## src/rtl/dm_arbiter_if.sv

```systemverilog
// Signal bundle joining dm_arbiter to the load/store unit, the host port and the
// single data-memory port. The arbiter uses the slave view; its environment uses master.
interface dm_arbiter_if #(
    parameter int AW = 8,
    parameter int DW = 8
);
    logic          cpu_req;
    logic          cpu_we;
    logic [AW-1:0] cpu_addr;
    logic [DW-1:0] cpu_wdata;
    logic          cpu_gnt;
    logic          cpu_stall;
    logic          cpu_rvalid;
    logic [DW-1:0] cpu_rdata;

    logic          host_req;
    logic          host_we;
    logic [AW-1:0] host_addr;
    logic [DW-1:0] host_wdata;
    logic          host_lock;
    logic          host_gnt;
    logic          host_rvalid;
    logic [DW-1:0] host_rdata;

    logic          mem_en;
    logic          mem_we;
    logic [AW-1:0] mem_addr;
    logic [DW-1:0] mem_wdata;
    logic [DW-1:0] mem_rdata;

    logic [15:0]   conflict_cnt;

    modport slave (
        input  cpu_req, cpu_we, cpu_addr, cpu_wdata,
        output cpu_gnt, cpu_stall, cpu_rvalid, cpu_rdata,
        input  host_req, host_we, host_addr, host_wdata, host_lock,
        output host_gnt, host_rvalid, host_rdata,
        output mem_en, mem_we, mem_addr, mem_wdata,
        input  mem_rdata,
        output conflict_cnt
    );

    modport master (
        output cpu_req, cpu_we, cpu_addr, cpu_wdata,
        input  cpu_gnt, cpu_stall, cpu_rvalid, cpu_rdata,
        output host_req, host_we, host_addr, host_wdata, host_lock,
        input  host_gnt, host_rvalid, host_rdata,
        input  mem_en, mem_we, mem_addr, mem_wdata,
        output mem_rdata,
        input  conflict_cnt
    );
endinterface

```

## src/rtl/dm_arbiter.sv

```systemverilog
// Round-robin arbiter sharing the data-memory port between the CPU load/store path
// and the host port, with a bounded host burst lock and a 2-cycle read return.
module dm_arbiter #(
    parameter int AW       = 8,
    parameter int DW       = 8,
    parameter int MAX_LOCK = 4
) (
    input logic         clk,
    input logic         reset,
    dm_arbiter_if.slave bus
);
    localparam int LW = (MAX_LOCK < 1) ? 1 : $clog2(MAX_LOCK + 1);
    localparam logic [LW-1:0] LOCK_LIMIT = LW'(MAX_LOCK);

    typedef enum logic {
        OWN_CPU  = 1'b0,
        OWN_HOST = 1'b1
    } owner_t;

    owner_t        last_owner, owner_nxt;
    logic          lock_req, lock_req_nxt;
    logic [LW-1:0] lock_cnt, lock_cnt_nxt;
    logic          lock_active;
    logic          cpu_gnt, host_gnt, accept;

    logic          sel_we;
    logic [AW-1:0] sel_addr;
    logic [DW-1:0] sel_wdata;

    owner_t        s1_owner;
    logic          s1_read;
    logic          mem_en, mem_we;
    logic [AW-1:0] mem_addr;
    logic [DW-1:0] mem_wdata;

    logic          cpu_rvalid, host_rvalid;
    logic [DW-1:0] cpu_rdata, host_rdata;
    logic [15:0]   conflict_cnt;

    // lock_req remembers whether the most recent host grant asked to keep priority
    assign lock_active = (last_owner == OWN_HOST) && lock_req && (lock_cnt < LOCK_LIMIT);

    always_comb begin
        cpu_gnt      = 1'b0;
        host_gnt     = 1'b0;
        owner_nxt    = last_owner;
        lock_req_nxt = lock_req;
        lock_cnt_nxt = lock_cnt;

        if (bus.cpu_req && bus.host_req) begin
            if (lock_active || last_owner == OWN_CPU) begin
                host_gnt = 1'b1;
            end else begin
                cpu_gnt = 1'b1;
            end
        end else begin
            cpu_gnt  = bus.cpu_req;
            host_gnt = bus.host_req;
        end

        if (cpu_gnt) begin
            owner_nxt    = OWN_CPU;
            lock_req_nxt = 1'b0;
        end else if (host_gnt) begin
            owner_nxt    = OWN_HOST;
            lock_req_nxt = bus.host_lock;
        end

        if (cpu_gnt || !bus.cpu_req) begin
            lock_cnt_nxt = '0;
        end else if (host_gnt && lock_active) begin
            lock_cnt_nxt = lock_cnt + LW'(1);
        end
    end

    always_ff @(posedge clk or negedge reset) begin
        if (!reset) begin
            last_owner <= OWN_HOST;
            lock_req   <= 1'b0;
            lock_cnt   <= '0;
        end else begin
            last_owner <= owner_nxt;
            lock_req   <= lock_req_nxt;
            lock_cnt   <= lock_cnt_nxt;
        end
    end

    assign accept    = cpu_gnt | host_gnt;
    assign sel_we    = host_gnt ? bus.host_we    : bus.cpu_we;
    assign sel_addr  = host_gnt ? bus.host_addr  : bus.cpu_addr;
    assign sel_wdata = host_gnt ? bus.host_wdata : bus.cpu_wdata;

    // Stage 1: registered memory command, tagged with owner and direction
    always_ff @(posedge clk or negedge reset) begin
        if (!reset) begin
            mem_en    <= 1'b0;
            mem_we    <= 1'b0;
            mem_addr  <= '0;
            mem_wdata <= '0;
            s1_owner  <= OWN_CPU;
            s1_read   <= 1'b0;
        end else begin
            mem_en <= accept;
            mem_we <= accept & sel_we;
            if (accept) begin
                mem_addr  <= sel_addr;
                mem_wdata <= sel_wdata;
                s1_owner  <= host_gnt ? OWN_HOST : OWN_CPU;
                s1_read   <= ~sel_we;
            end
        end
    end

    // Stage 2: capture read data and steer the response to its owner
    always_ff @(posedge clk or negedge reset) begin
        if (!reset) begin
            cpu_rvalid  <= 1'b0;
            host_rvalid <= 1'b0;
            cpu_rdata   <= '0;
            host_rdata  <= '0;
        end else begin
            cpu_rvalid  <= mem_en && s1_read && (s1_owner == OWN_CPU);
            host_rvalid <= mem_en && s1_read && (s1_owner == OWN_HOST);
            if (mem_en && s1_read && s1_owner == OWN_CPU) begin
                cpu_rdata <= bus.mem_rdata;
            end
            if (mem_en && s1_read && s1_owner == OWN_HOST) begin
                host_rdata <= bus.mem_rdata;
            end
        end
    end

    always_ff @(posedge clk or negedge reset) begin
        if (!reset) begin
            conflict_cnt <= '0;
        end else if (bus.cpu_req && bus.host_req && conflict_cnt != '1) begin
            conflict_cnt <= conflict_cnt + 16'd1;
        end
    end

    assign bus.cpu_gnt      = cpu_gnt;
    assign bus.cpu_stall    = bus.cpu_req & ~cpu_gnt;
    assign bus.cpu_rvalid   = cpu_rvalid;
    assign bus.cpu_rdata    = cpu_rdata;
    assign bus.host_gnt     = host_gnt;
    assign bus.host_rvalid  = host_rvalid;
    assign bus.host_rdata   = host_rdata;
    assign bus.mem_en       = mem_en;
    assign bus.mem_we       = mem_we;
    assign bus.mem_addr     = mem_addr;
    assign bus.mem_wdata    = mem_wdata;
    assign bus.conflict_cnt = conflict_cnt;
endmodule
```

## src/flat_wrapper.sv

```systemverilog
// flat-port wrapper written by rule: the top's interface ports become plain ports
module dm_arbiter_flat 
#(
    parameter int AW       = 8,
    parameter int DW       = 8,
    parameter int MAX_LOCK = 4
)
  (clk, reset, bus_cpu_req, bus_cpu_we, bus_cpu_addr, bus_cpu_wdata, bus_cpu_gnt, bus_cpu_stall, bus_cpu_rvalid, bus_cpu_rdata, bus_host_req, bus_host_we, bus_host_addr, bus_host_wdata, bus_host_lock, bus_host_gnt, bus_host_rvalid, bus_host_rdata, bus_mem_en, bus_mem_we, bus_mem_addr, bus_mem_wdata, bus_mem_rdata, bus_conflict_cnt);
  dm_arbiter_if #(.AW(AW), .DW(DW)) bus_i ();
  input logic clk;
  input logic reset;
  input wire logic [$bits(bus_i.cpu_req)-1:0] bus_cpu_req;
  input wire logic [$bits(bus_i.cpu_we)-1:0] bus_cpu_we;
  input wire logic [$bits(bus_i.cpu_addr)-1:0] bus_cpu_addr;
  input wire logic [$bits(bus_i.cpu_wdata)-1:0] bus_cpu_wdata;
  output wire logic [$bits(bus_i.cpu_gnt)-1:0] bus_cpu_gnt;
  output wire logic [$bits(bus_i.cpu_stall)-1:0] bus_cpu_stall;
  output wire logic [$bits(bus_i.cpu_rvalid)-1:0] bus_cpu_rvalid;
  output wire logic [$bits(bus_i.cpu_rdata)-1:0] bus_cpu_rdata;
  input wire logic [$bits(bus_i.host_req)-1:0] bus_host_req;
  input wire logic [$bits(bus_i.host_we)-1:0] bus_host_we;
  input wire logic [$bits(bus_i.host_addr)-1:0] bus_host_addr;
  input wire logic [$bits(bus_i.host_wdata)-1:0] bus_host_wdata;
  input wire logic [$bits(bus_i.host_lock)-1:0] bus_host_lock;
  output wire logic [$bits(bus_i.host_gnt)-1:0] bus_host_gnt;
  output wire logic [$bits(bus_i.host_rvalid)-1:0] bus_host_rvalid;
  output wire logic [$bits(bus_i.host_rdata)-1:0] bus_host_rdata;
  output wire logic [$bits(bus_i.mem_en)-1:0] bus_mem_en;
  output wire logic [$bits(bus_i.mem_we)-1:0] bus_mem_we;
  output wire logic [$bits(bus_i.mem_addr)-1:0] bus_mem_addr;
  output wire logic [$bits(bus_i.mem_wdata)-1:0] bus_mem_wdata;
  input wire logic [$bits(bus_i.mem_rdata)-1:0] bus_mem_rdata;
  output wire logic [$bits(bus_i.conflict_cnt)-1:0] bus_conflict_cnt;
  assign bus_i.cpu_req = bus_cpu_req;
  assign bus_i.cpu_we = bus_cpu_we;
  assign bus_i.cpu_addr = bus_cpu_addr;
  assign bus_i.cpu_wdata = bus_cpu_wdata;
  assign bus_cpu_gnt = bus_i.cpu_gnt;
  assign bus_cpu_stall = bus_i.cpu_stall;
  assign bus_cpu_rvalid = bus_i.cpu_rvalid;
  assign bus_cpu_rdata = bus_i.cpu_rdata;
  assign bus_i.host_req = bus_host_req;
  assign bus_i.host_we = bus_host_we;
  assign bus_i.host_addr = bus_host_addr;
  assign bus_i.host_wdata = bus_host_wdata;
  assign bus_i.host_lock = bus_host_lock;
  assign bus_host_gnt = bus_i.host_gnt;
  assign bus_host_rvalid = bus_i.host_rvalid;
  assign bus_host_rdata = bus_i.host_rdata;
  assign bus_mem_en = bus_i.mem_en;
  assign bus_mem_we = bus_i.mem_we;
  assign bus_mem_addr = bus_i.mem_addr;
  assign bus_mem_wdata = bus_i.mem_wdata;
  assign bus_i.mem_rdata = bus_mem_rdata;
  assign bus_conflict_cnt = bus_i.conflict_cnt;
  dm_arbiter #(.AW(AW), .DW(DW), .MAX_LOCK(MAX_LOCK)) u_core (.clk(clk), .reset(reset), .bus(bus_i));
endmodule
```

## config.mk

```make
export PLATFORM = sky130hd
export DESIGN_NAME = dm_arbiter_flat
export DESIGN_NICKNAME = d
export VERILOG_FILES = /design/src/rtl/dm_arbiter_if.sv /design/src/rtl/dm_arbiter.sv /design/src/flat_wrapper.sv
export SDC_FILE = /design/constraint.sdc
export NUM_CORES = 1
export LEC_CHECK = 0
export ABC_AREA = 1
export CORE_ASPECT_RATIO = 1.5
export CORE_MARGIN = 10
export CORE_UTILIZATION = 49
export CTS_CLUSTER_DIAMETER = 60
export DETAILED_ROUTE_END_ITERATION = 12
export PLACE_DENSITY = 0.95
export SLEW_MARGIN = 40
export SYNTH_ARGS = -nofsm -noshare
export SYNTH_HDL_FRONTEND = slang
export SYNTH_SLANG_ARGS = --single-unit
```

## constraint.sdc

```tcl
create_clock -name clk -period 4.7 [get_ports clk]
set_clock_uncertainty 0.1 [all_clocks]
set_input_delay 1.41 -clock clk [delete_from_list [all_inputs] [get_ports clk]]
set_output_delay 1.41 -clock clk [all_outputs]
set_load 0.05 [all_outputs]
```

==> impl_metrics.toml <==
[power]
ir_drop_mv = 0.294
fin_total_pwr_mw = 1.75
powerDensity_nw_per_um2 = 417
power.leakage_nw = 1.89

[layout]
n_antenna_cell = 0
multi_input_area_sq_um = 1280
final_layout_size_suffix_gt1_share_pct = 11.0
layout.cells.non_filler = 537
register_area_sq_um = 1480
areaGrowthSynthToFinish_pct = 41.7
fillCellCount = 423
stdcell_area_sq_um = 4210
final_nets = 509

[floorplanning]
num_rows = 34
die_w_um = 83.6
die_area_sq_um = 9640
design.core.area_sq_um = 5830
die_h_um = 115
io_pins = 102
start_util_pct = 51.0

[worst_setup_path]
start_kind = "input pin"
worstPathRequired_ns = 3.19
cp_max_fo = 17
worstPathCellList = "clkdlybuf4s50_1, nand2_4, clkinv_4, nand3_4, nand2_1, inv_1, buf_12"
end_kind = "output port"
cp.arrival_ns = 2.89
worst-setup-path-type = "in2out"
slowest_stage = "clkdlybuf4s50_1"
max_stage_delay_ns = 0.66

[sta]
finalMaxSlewViolations = 0
holdWs_ns = 0.363
rsz0062_at_grt = "no"
fin_crit_sh_pct = 93.6
max_slew_margin_pct = 53.2
fmax_mhz = 227
worst-slew-pin-transition_ns = 0.702
finalHoldViolCount = 0
setup_violations = 0
final.min_clock_period_ns = 4.40
finalSetupTns_ns = 0

[synthesis]
synth_seq_cells = 59
synth_top_family_by_area = "simple AND/OR/NAND/NOR gates"
syn_nets = 405
postSynthCellCount = 356
ys_seq_area_share_pct = 49.7
syn_area_per_cell_sq_um = 8.34
yosysUniqueCellTypes = 32
synth_warnings = 0
yosys-mux-area-fraction_pct = 0
synth_simple_gate_area_share_pct = 30.0
synth_xor_area_share_pct = 1.77
synth-adder-area-share_pct = 0.842
syn-cell-area_sq_um = 2970
synth-compound-area-share_pct = 10.4

[placed_design]
gp_congestion = 0.869
port_buffers = 101
dpl_cell_area_sq_um = 4040
place_hpwl_um = 6500
dp.cells = 521

[routing]
drt-met1-wl_um = 3250
vias = 2781
drt_pass1_iterations = 4
drt-total-wl_um = 8730
postRouteAntennaNets = 0
highest_layer = "met4"
wl_met2_um = 4590
drt_iter0_drc = 250
wl_per_cell_um = 16.2
vias_per_cell = 5.18
wl_met3_um = 596
route.detailed.drc = 0

[global_route]
grt_remaining_overflow = 0
antenna_found_initial = 0
grt_pass1_vias = 3008
grt_use_total_pct = 18.5
grt_max_degree = 32
grt_pass1_wl_um = 14500

[clocking]
clkLatencyLatePin_ns = 0.33
cts_sinks = 59
cts_resized = 0
cts_tree = "yes"
h-tree-depth = 3
cts_root_buffer = "clkbuf_8"
hold_buffers = 0
numCtsBuffers = 9
clockBufferDepth = 2
cts_setup_buffers = 0
cts.clk_slew.worst_paths_ns = 0.06

[worst_hold_path]
hold_path_class = "reg2reg"

[job]
maxCapViolCount = 0

[status]
outcome = "completed"
## metrics by stage
| step | setup WS [ns] | utilization (%) |
|---|---|---|
| 2_1_floorplan | 1.02 | - |
| 3_3_place_gp | 0.378 | 69.3 |
| 3_5_place_dp | 0.338 | 69.3 |
| 4_1_cts | 0.322 | 72.2 |
| 5_1_grt | 0.190 | 72.2 |
| 6_report | 0.300 | 72.2 |
## worst paths after layout
kind,from,endpoint,slack (ns),cells past startpoint
max,bus_cpu_req,bus_host_gnt,0.30,7
min,u_core.s1_owner,u_core.bus.cpu_rvalid,0.36,1
max reg2reg,u_core.bus.conflict_cnt[0],u_core.bus.conflict_cnt[10],2.93,8
min reg2reg,u_core.s1_owner,u_core.bus.cpu_rvalid,0.36,1
max in group asynchronous,reset,u_core.bus.mem_we,2.65,2
min in group asynchronous,reset,u_core.bus.conflict_cnt[15],1.02,1
## placed cells by master (no fill, tap or decap)
cell             synthesis  final
buf_12                   0      3
xnor2_1                  4      4
xor2_1                   2      2
nand2_4                  2      2
nor2_1                  33     33
nand3b_2                 1      1
nand4_1                  6      6
dfrtp_1                 58     58
clkbuf_1                 1      1
clkdlybuf4s50_1          0     97
clkbuf_8                 0     10
nand2_1                111    111
dfstp_2                  1      1
nor3_1                   2      2
nor2_2                   4      4
nand3_1                  8      8
ha_1                     2      2
inv_2                    2      2
o21ai_2                  9      9
buf_2                    5      1
clkinv_2                 0      4
inv_1                   31     31
o21ai_0                 28     28
clkinv_4                 1      2
o21ai_4                  1      1
o21ai_1                  9      9
nand2_2                  4      4
a21boi_0                 1      1
nand3_4                  1      1
nand3b_1                17     17
nor2_4                   3      3
a21oi_1                  3      3
a211oi_1                 1      1
buf_4                    2      3
## final cells by class
type	count	share of cell area, %
clock inverter	5	0.684
clock buffer	11	3.36
tap	72	2.14
sequential	59	35.1
inverter	34	3.15
timing repair buffer	104	25.2
multi-input combinational	252	30.4
## synth_stat cells
| master | n | area, sq um |
|---|---|---|
| o21ai_2 | 9 | 78.8 |
| o21ai_1 | 9 | 45.0 |
| dfrtp_1 | 58 | 1450 |
| nor3_1 | 2 | 10.0 |
| buf_4 | 2 | 15.0 |
| nand3b_2 | 1 | 11.3 |
| a21oi_1 | 3 | 15.0 |
| nand3_4 | 1 | 17.5 |
| dfstp_2 | 1 | 26.3 |
| nand2_4 | 2 | 22.5 |
| a21boi_0 | 1 | 7.51 |
| clkbuf_1 | 1 | 3.75 |
| xnor2_1 | 4 | 35.0 |
| nor2_1 | 33 | 124 |
| xor2_1 | 2 | 17.5 |
| clkinv_4 | 1 | 8.76 |
| nand3_1 | 8 | 40.0 |
| buf_6 | 2 | 22.5 |
| inv_1 | 31 | 116 |
| ha_1 | 2 | 25.0 |
| nand2_2 | 4 | 25.0 |
| nand2_1 | 111 | 417 |
| buf_8 | 1 | 15.0 |
| nand3b_1 | 17 | 128 |
| inv_2 | 2 | 7.51 |
| nand4_1 | 6 | 37.5 |
| nor2_4 | 3 | 33.8 |
| o21ai_4 | 1 | 16.3 |
| a211oi_1 | 1 | 7.51 |
| o21ai_0 | 28 | 140 |
| nor2_2 | 4 | 25.0 |
| buf_2 | 5 | 25.0 |
## sequential cells by signal (all words and copies together), names as in the netlist
register                 cells
u_core.bus.conflict_cnt     16
u_core.bus.cpu_rdata         8
u_core.bus.host_rdata        8
u_core.bus.mem_addr          8
u_core.bus.mem_wdata         8
u_core.lock_cnt              3
u_core.bus.cpu_rvalid        1
u_core.bus.host_rvalid       1
u_core.bus.mem_en            1
u_core.bus.mem_we            1
u_core.last_owner            1
u_core.lock_req              1
u_core.s1_owner              1
u_core.s1_read               1
## worst max-delay path: cells and delay by family
kind,cells,cell delay (ns)
buffers and inverters,4,0.99
AND/OR/NAND/NOR,3,0.48
## logic make-up (layout without fill, tap and decap cells)
group / after synthesis / after routing
AND/OR/NAND/NOR: 192 / 192
flip-flops: 59 / 59
XOR/XNOR: 6 / 6
AO/OA/AOI/OAI: 52 / 52
buffers and inverters: 45 / 154
adder cells (fa/ha/maj): 2 / 2
## where the power goes
part	internal [mW]	switching, mW
logic	0.235	0.457
clock network	0.203	0.197
registers	0.591	0.0704
## layer usage
layer / vias up / global-route usage [%]
met5: - / 0
met4: 0 / 8.62
li1: 1346 / -
met1: 1298 / 19.4
met3: 24 / 6.09
met2: 113 / 32.6
Power figures use the tool's default switching activity.
